$ cat src/rtl/qar_pkg.sv
// Shared types and constants for the qar fetch front-end.
package qar_pkg;

   localparam int unsigned QAR_XLEN = 32;
   localparam int unsigned QAR_ILEN = 32;
   localparam logic [QAR_XLEN-1:0] QAR_PC_STEP = 32'd4;

   typedef struct packed {
      logic [QAR_XLEN-1:0] pc;
      logic [QAR_ILEN-1:0] inst;
   } fetch_entry_t;

   function automatic logic [QAR_XLEN-1:0] qar_align(input logic [QAR_XLEN-1:0] addr);
      return {addr[QAR_XLEN-1:2], 2'b00};
   endfunction

endpackage

$ cat src/rtl/qar_fetch_fifo.sv
// Synchronous FIFO of fetched words with a registered head entry and flush.
module qar_fetch_fifo
   import qar_pkg::*;
#(
   parameter int unsigned DEPTH = 4
) (
   input  logic                     clk,
   input  logic                     rst_n,
   input  logic                     push,
   input  fetch_entry_t             push_data,
   input  logic                     pop,
   input  logic                     flush,
   output logic [$clog2(DEPTH):0]   count,
   output logic                     head_valid,
   output fetch_entry_t             head
);

   localparam int unsigned AW = $clog2(DEPTH);
   localparam logic [AW-1:0] PTR_ONE  = AW'(1'b1);
   localparam logic [AW:0]   CNT_ONE  = (AW+1)'(1'b1);
   localparam logic [AW:0]   CNT_FULL = (AW+1)'(DEPTH);

   fetch_entry_t [DEPTH-1:0] mem_q, mem_d;
   fetch_entry_t             head_q, head_d;
   logic [AW-1:0]            rd_ptr_q, rd_ptr_d, wr_ptr_q, wr_ptr_d;
   logic [AW:0]              count_q, count_d;
   logic                     valid_q, valid_d;
   logic                     do_push, do_pop;

   // Next-state storage; the head register is reloaded from the post-update array.
   always_comb begin
      mem_d    = mem_q;
      rd_ptr_d = rd_ptr_q;
      wr_ptr_d = wr_ptr_q;
      count_d  = count_q;
      do_pop   = pop && valid_q;
      do_push  = push && ((count_q < CNT_FULL) || do_pop);
      if (flush) begin
         rd_ptr_d = '0;
         wr_ptr_d = '0;
         count_d  = '0;
      end else begin
         if (do_push) begin
            mem_d[wr_ptr_q] = push_data;
            wr_ptr_d        = wr_ptr_q + PTR_ONE;
         end else begin
            wr_ptr_d = wr_ptr_q;
         end
         if (do_pop) begin
            rd_ptr_d = rd_ptr_q + PTR_ONE;
         end else begin
            rd_ptr_d = rd_ptr_q;
         end
         case ({do_push, do_pop})
            2'b10:   count_d = count_q + CNT_ONE;
            2'b01:   count_d = count_q - CNT_ONE;
            default: count_d = count_q;
         endcase
      end
      valid_d = (count_d != '0);
      head_d  = mem_d[rd_ptr_d];
   end

   // FIFO state registers.
   always_ff @(posedge clk or negedge rst_n) begin
      if (!rst_n) begin
         mem_q    <= '0;
         head_q   <= '0;
         rd_ptr_q <= '0;
         wr_ptr_q <= '0;
         count_q  <= '0;
         valid_q  <= 1'b0;
      end else begin
         mem_q    <= mem_d;
         head_q   <= head_d;
         rd_ptr_q <= rd_ptr_d;
         wr_ptr_q <= wr_ptr_d;
         count_q  <= count_d;
         valid_q  <= valid_d;
      end
   end

   assign count      = count_q;
   assign head_valid = valid_q;
   assign head       = head_q;

endmodule

$ cat src/rtl/qar_fetch_unit.sv
// Instruction fetch front-end: PC sequencing, one-deep request credit, redirect and drop handling.
module qar_fetch_unit
   import qar_pkg::*;
#(
   parameter logic [31:0] RESET_PC = 32'h0000_0000,
   parameter int unsigned DEPTH    = 4
) (
   input  logic        clk,
   input  logic        rst_n,
   output logic        imem_req,
   output logic [31:0] imem_addr,
   input  logic        imem_gnt,
   input  logic        imem_rvalid,
   input  logic [31:0] imem_rdata,
   input  logic        redirect_valid,
   input  logic [31:0] redirect_pc,
   output logic        inst_valid,
   output logic [31:0] inst_data,
   output logic [31:0] inst_pc,
   input  logic        inst_ready
);

   localparam int unsigned CW = $clog2(DEPTH) + 1;
   localparam logic [CW:0] CREDIT_LIMIT = (CW+1)'(DEPTH);

   logic [31:0]   fetch_pc_q, fetch_pc_d;
   logic [31:0]   req_pc_q, req_pc_d;
   logic          outstanding_q, outstanding_d;
   logic          drop_q, drop_d;
   logic          active_q;
   logic          rsp, outstanding_after, push, issue, fire;
   logic [CW:0]   credits;
   logic [CW-1:0] count;
   logic          head_valid;
   fetch_entry_t  head, push_data;

   // Credits count the word accepted this cycle plus any still in flight, so a granted read always finds a slot.
   always_comb begin
      rsp               = imem_rvalid && outstanding_q;
      outstanding_after = outstanding_q && !imem_rvalid;
      push              = rsp && !drop_q && !redirect_valid;
      credits           = {1'b0, count} + (CW+1)'(push) + (CW+1)'(outstanding_after);
      issue             = active_q && !redirect_valid && (!outstanding_q || imem_rvalid) &&
                          (credits < CREDIT_LIMIT);
      fire              = issue && imem_gnt;
      push_data.pc      = req_pc_q;
      push_data.inst    = imem_rdata;
      if (redirect_valid) begin
         fetch_pc_d = qar_align(redirect_pc);
      end else if (fire) begin
         fetch_pc_d = fetch_pc_q + QAR_PC_STEP;
      end else begin
         fetch_pc_d = fetch_pc_q;
      end
      if (fire) begin
         req_pc_d = fetch_pc_q;
      end else begin
         req_pc_d = req_pc_q;
      end
      outstanding_d = outstanding_after || fire;
      if (redirect_valid) begin
         drop_d = outstanding_after;
      end else if (rsp) begin
         drop_d = 1'b0;
      end else begin
         drop_d = drop_q;
      end
   end

   // Fetch control registers; active_q keeps the request low until reset has been released.
   always_ff @(posedge clk or negedge rst_n) begin
      if (!rst_n) begin
         fetch_pc_q    <= RESET_PC;
         req_pc_q      <= 32'h0000_0000;
         outstanding_q <= 1'b0;
         drop_q        <= 1'b0;
         active_q      <= 1'b0;
      end else begin
         fetch_pc_q    <= fetch_pc_d;
         req_pc_q      <= req_pc_d;
         outstanding_q <= outstanding_d;
         drop_q        <= drop_d;
         active_q      <= 1'b1;
      end
   end

   qar_fetch_fifo #(.DEPTH(DEPTH)) u_fifo (
      .clk        (clk),
      .rst_n      (rst_n),
      .push       (push),
      .push_data  (push_data),
      .pop        (inst_ready),
      .flush      (redirect_valid),
      .count      (count),
      .head_valid (head_valid),
      .head       (head)
   );

   assign imem_req   = issue;
   assign imem_addr  = fetch_pc_q;
   assign inst_valid = head_valid;
   assign inst_data  = head.inst;
   assign inst_pc    = head.pc;

endmodule
$ cat config.mk
export PLATFORM = sky130hd
export DESIGN_NAME = qar_fetch_unit
export DESIGN_NICKNAME = d
export VERILOG_FILES = /design/src/rtl/qar_pkg.sv /design/src/rtl/qar_fetch_fifo.sv /design/src/rtl/qar_fetch_unit.sv
export SDC_FILE = /design/constraint.sdc
export NUM_CORES = 1
export LEC_CHECK = 0
export BUFFER_PORTS_ARGS = -buffer_cell sky130_fd_sc_hd__buf_4
export CORE_MARGIN = 10
export CORE_UTILIZATION = 25
export DETAILED_ROUTE_END_ITERATION = 10
export MAX_ROUTING_LAYER = met4
export SLEW_MARGIN = 15
export SYNTH_ARGS = -nofsm -noshare
export SYNTH_HDL_FRONTEND = slang
export SYNTH_SLANG_ARGS = --single-unit
$ cat constraint.sdc
create_clock -name clk -period 2.2 [get_ports clk]
set_input_delay 0.11 -clock clk [delete_from_list [all_inputs] [get_ports clk]]
set_output_delay 0.11 -clock clk [all_outputs]
set_load 0.05 [all_outputs]
==> run summary <==
The run finished with clean final reports. During synthesis, Yosys emitted a total of 0 warnings. Setup repair after global routing could not meet its margin everywhere. After clock tree synthesis, the clock-pin slew on the worst setup and hold paths is 0.06 ns.

TritonCTS built the clock tree. The minimum clock period after layout was 2.190 ns; the fraction of layout cells with a size suffix above 1 was 0.4408. The via count of the first global-routing pass came out at 12.84k.

The routability congestion estimate is 0.8333. Clock sink total: 391. The smallest setup slack after layout came out at 0.01003 ns. Counting cells, the worst reg-to-reg path comes to 7. The critical path launch point type was a flop. The first routing iteration left 639 violations. The global-route total usage across every layer came out at 0.1286. For this run, the number of standard cells in the final layout without fillers is 2428.

Across the run, the number of max-cap violations was 0. The first global-routing pass estimated 77.45 mm of wire. The clock reaches the later pin of the worst-skew pair after 0.57 ns. The critical path in this run is classified as flop to output pin.

The floorplan step set the die height to 280.3 µm. The number of flops mapped to enable cells by yosys works out to 0. In this run the critical register-to-register path is launched from u_fifo.head_valid$_DFF_PN0_. The tools report the total DRC errors in the routed layout as 0. The final layout contains routed wiring with a total length of 50.19 mm. The most frequently used flop master after synthesis is dfrtp_1.

Data arrives at the worst endpoint at 2.08 ns. The number of routed nets with antenna violations was 0; the share of synthesized flip-flops with an asynchronous set or reset was 1.000. The total area inside the core boundary comes to 67160 µm². The die area is 78550 µm². Detailed placement finished with a half-perimeter wire length of 31.99 mm. Synthesized instance count: 1244. Walking the worst path, the cells encountered are nand2b_1 -> inv_2 -> ha_4 -> and2_4 -> a31oi_4 -> buf_6 -> and3_4 -> buf_8.

Entering global routing, the biggest net connects 65 pins. Relative max-transition margin: 0.5976. Leaving out fill and tap cells, the most frequent cell in the layout is dfrtp_1. Final standard cell utilization of the core: 0.3306. Derived from the worst setup path, the maximum achievable clock frequency is 456.6 MHz.

The largest incremental delay on the critical path is 0.40 ns, and the actual transition at the worst max-transition pin is 0.6037 ns. In this run the horizontal extent of the chip is 280.3 µm. After detailed routing, the number of vias per cell comes to 4.864. For the cell total after placement, the log shows 2270.

The area growth from synthesis to layout is 31.13%. Worst min-delay path class: input pin to async pin. STA puts the critical path data required time at 2.09 ns. The multi-input combinational cell area came out at 6878 µm². The initialized floorplan defines 95 standard-cell rows. The total of buffers placed on input and output ports came out at 163.

The slowest library cell on the worst path was dfrtp_1. In this run, synthesis produced a sequential element count of 391. The total via count after detailed routing was 11.81k.

For this run, the detailed router's first-pass iteration total came to 5. The worst register-to-register path ends at u_fifo.head[59]$_DFF_PN0_. In the layout the commonest cells are dfrtp_1, mux2_2, buf_4, o221ai_1, nand2_1. VDD sags by at most 0.5594 mV. Counting the buffers created by CTS gives 45.

The initial antenna violation count is 1. Of all nets on the critical path, the largest fanout is 4. After filler insertion, the fill cell instance count of the layout stands at 6556. The H-tree depth is 2, and the sequential cell area in the final layout is 9797 µm². Clock tree synthesis selected as its root buffer the cell clkbuf_16. On the final layout, the worst hold slack is 0.09819 ns.

Number of hold violations in the final report: 0. The total overflow reported by the global router came out at 0. On the final layout, the worst clock skew is 0.01822 ns.

The I/O pin count is 168. The power density of the placed cells came out at 989.8 nW/µm². The run gives 0.2521 as the initial cell density of the core. In this run the deepest clock path goes through 3 buffers. The final layout contains 1596 nets. The average cell area after synthesis was 13.61 µm².

The static power due to leakage was 10.21 nW. For the register-to-register setup slack, the log shows 0.06 ns. The count of different cell masters after synthesis came out at 62. The category of the worst setup path capture point is an output pin. Setup violations remaining at the end of the flow were counted as 0. The post-synth design cell area is 16930 µm², and the overall power is 21.98 mW. The number of max-slew violations in the final report was 0; the per-cell routed wire length was 20.67 µm. At the placement stage, the worst setup path has a slack of -0.04950 ns. The post-route fraction of the period consumed by the critical path came out at 0.9954. For the sequential fraction of the synthesis area, the log shows 0.5778.
## layer usage
| layer | vias up | GRT usage | routed length [µm] |
|---|---|---|---|
| li1 | 5274 | - | - |
| met1 | 6186 | 0.1599 | 22430 |
| met2 | 290 | 0.2108 | 24450 |
| met3 | 60 | 0.02536 | 2341 |
| met4 | 0 | 0.03493 | 975 |
| met5 | - | - | 0 |
## timing repair
action                     in CTS  in global routing
resized for setup               7                 14
gates cloned                    0                  2
hold endpoints to repair      443                  0
pin swaps                       4                 13
hold buffers                   64                  0
setup endpoints to repair       7                 85
setup buffers                   3                  5
## worst max-delay path: cells and delay by family (launching register included)
family,cells,cell delay (ns)
buf+inv,3,0.32
simple gates,3,0.48
compound gates,1,0.16
flops,1,0.40
fa+ha+maj,1,0.15
## report_power, final
group	switching, mW	total, mW	internal (mW)
clock network	3.04	7.37	4.33
logic	3.28	5.38	2.10
registers	0.902	9.23	8.33
total	7.22	22.0	14.8
## state kept, by name, summed over array words and instances, names as in the netlist, 2 cells and up
register and count:
u_fifo.count 3, u_fifo.head 64, imem_addr 30, u_fifo.rd_ptr_q 2, req_pc_q 30, u_fifo.wr_ptr_q 2, u_fifo.mem_q 256
## final cells by class
| cell class | instances | share of cell area |
|---|---|---|
| timing repair buffer | 318 | 0.1310 |
| antenna | 1 | 0.0001127 |
| sequential | 391 | 0.4412 |
| inverter | 15 | 0.002536 |
| tap | 873 | 0.04919 |
| clock buffer | 63 | 0.05781 |
| clock inverter | 20 | 0.008396 |
| multi-input combinational | 747 | 0.3097 |
## cell usage after synthesis (3+ instances only)
cell type,number,area [µm²]
a21oi_1,9,45.04
a221o_1,6,60.06
a22oi_1,3,22.52
a2bb2oi_2,60,900.9
a31oi_1,9,56.30
and2_1,10,62.56
and3_1,9,56.30
and4_1,5,43.79
buf_1,23,86.33
buf_2,10,50.05
buf_4,3,22.52
buf_6,7,78.83
clkbuf_1,48,180.2
dfrtp_1,391,9784
ha_1,7,87.58
inv_1,14,52.55
mux2_2,250,2815
mux2i_1,7,70.07
nand2_1,103,386.6
nand2b_1,3,18.77
nand3_1,13,65.06
nand4_1,7,43.79
nor2_1,19,71.32
nor3_1,7,35.03
nor4_1,6,37.54
o21ai_0,29,145.1
o221ai_1,124,1086
o31a_1,4,35.03
o31ai_1,4,30.03
or3_1,3,18.77
or4_1,6,45.04
xnor2_1,9,78.83
## stage by stage
stage	cell area [µm²]	TNS, ns
2_1_floorplan	16950	-0.02166
3_5_place_dp	19860	-0.1473
4_1_cts	22030	-0.04547
3_3_place_gp	19860	-0.08385
5_1_grt	22210	-0.3757
6_report	22210	0
## kinds of logic (layout without fill, tap and decap cells)
kind of cell    after synthesis  count (layout)  synth area share
compound gates              262             262            0.1478
mux                         260             260            0.1739
flops                       391             391            0.5778
simple gates                204             204           0.06029
other cells                   2               4         0.0004435
fa+ha+maj                     8               8          0.006354
xor+xnor                     10              10          0.005173
buf+inv                     107             416           0.02830
## worst max-delay path by stage
| stage | from | end | cells past startpoint | slack, ns |
|---|---|---|---|---|
| 5_1_grt | outstanding_q$_DFF_PN0_ | imem_req | 8 | -0.11 |
| 3_3_place_gp | outstanding_q$_DFF_PN0_ | imem_addr[19]$_DFFE_PN0P_ | 8 | -0.04 |
| 3_5_place_dp | outstanding_q$_DFF_PN0_ | imem_addr[19]$_DFFE_PN0P_ | 8 | -0.05 |
| 2_1_floorplan | imem_addr[18]$_DFFE_PN0P_ | imem_addr[27]$_DFFE_PN0P_ | 6 | -0.02 |
| 6_report | outstanding_q$_DFF_PN0_ | imem_req | 8 | 0.01 |
| 4_1_cts | outstanding_q$_DFF_PN0_ | imem_req | 7 | -0.05 |
Note: power is estimated with default switching activity, not from simulation.
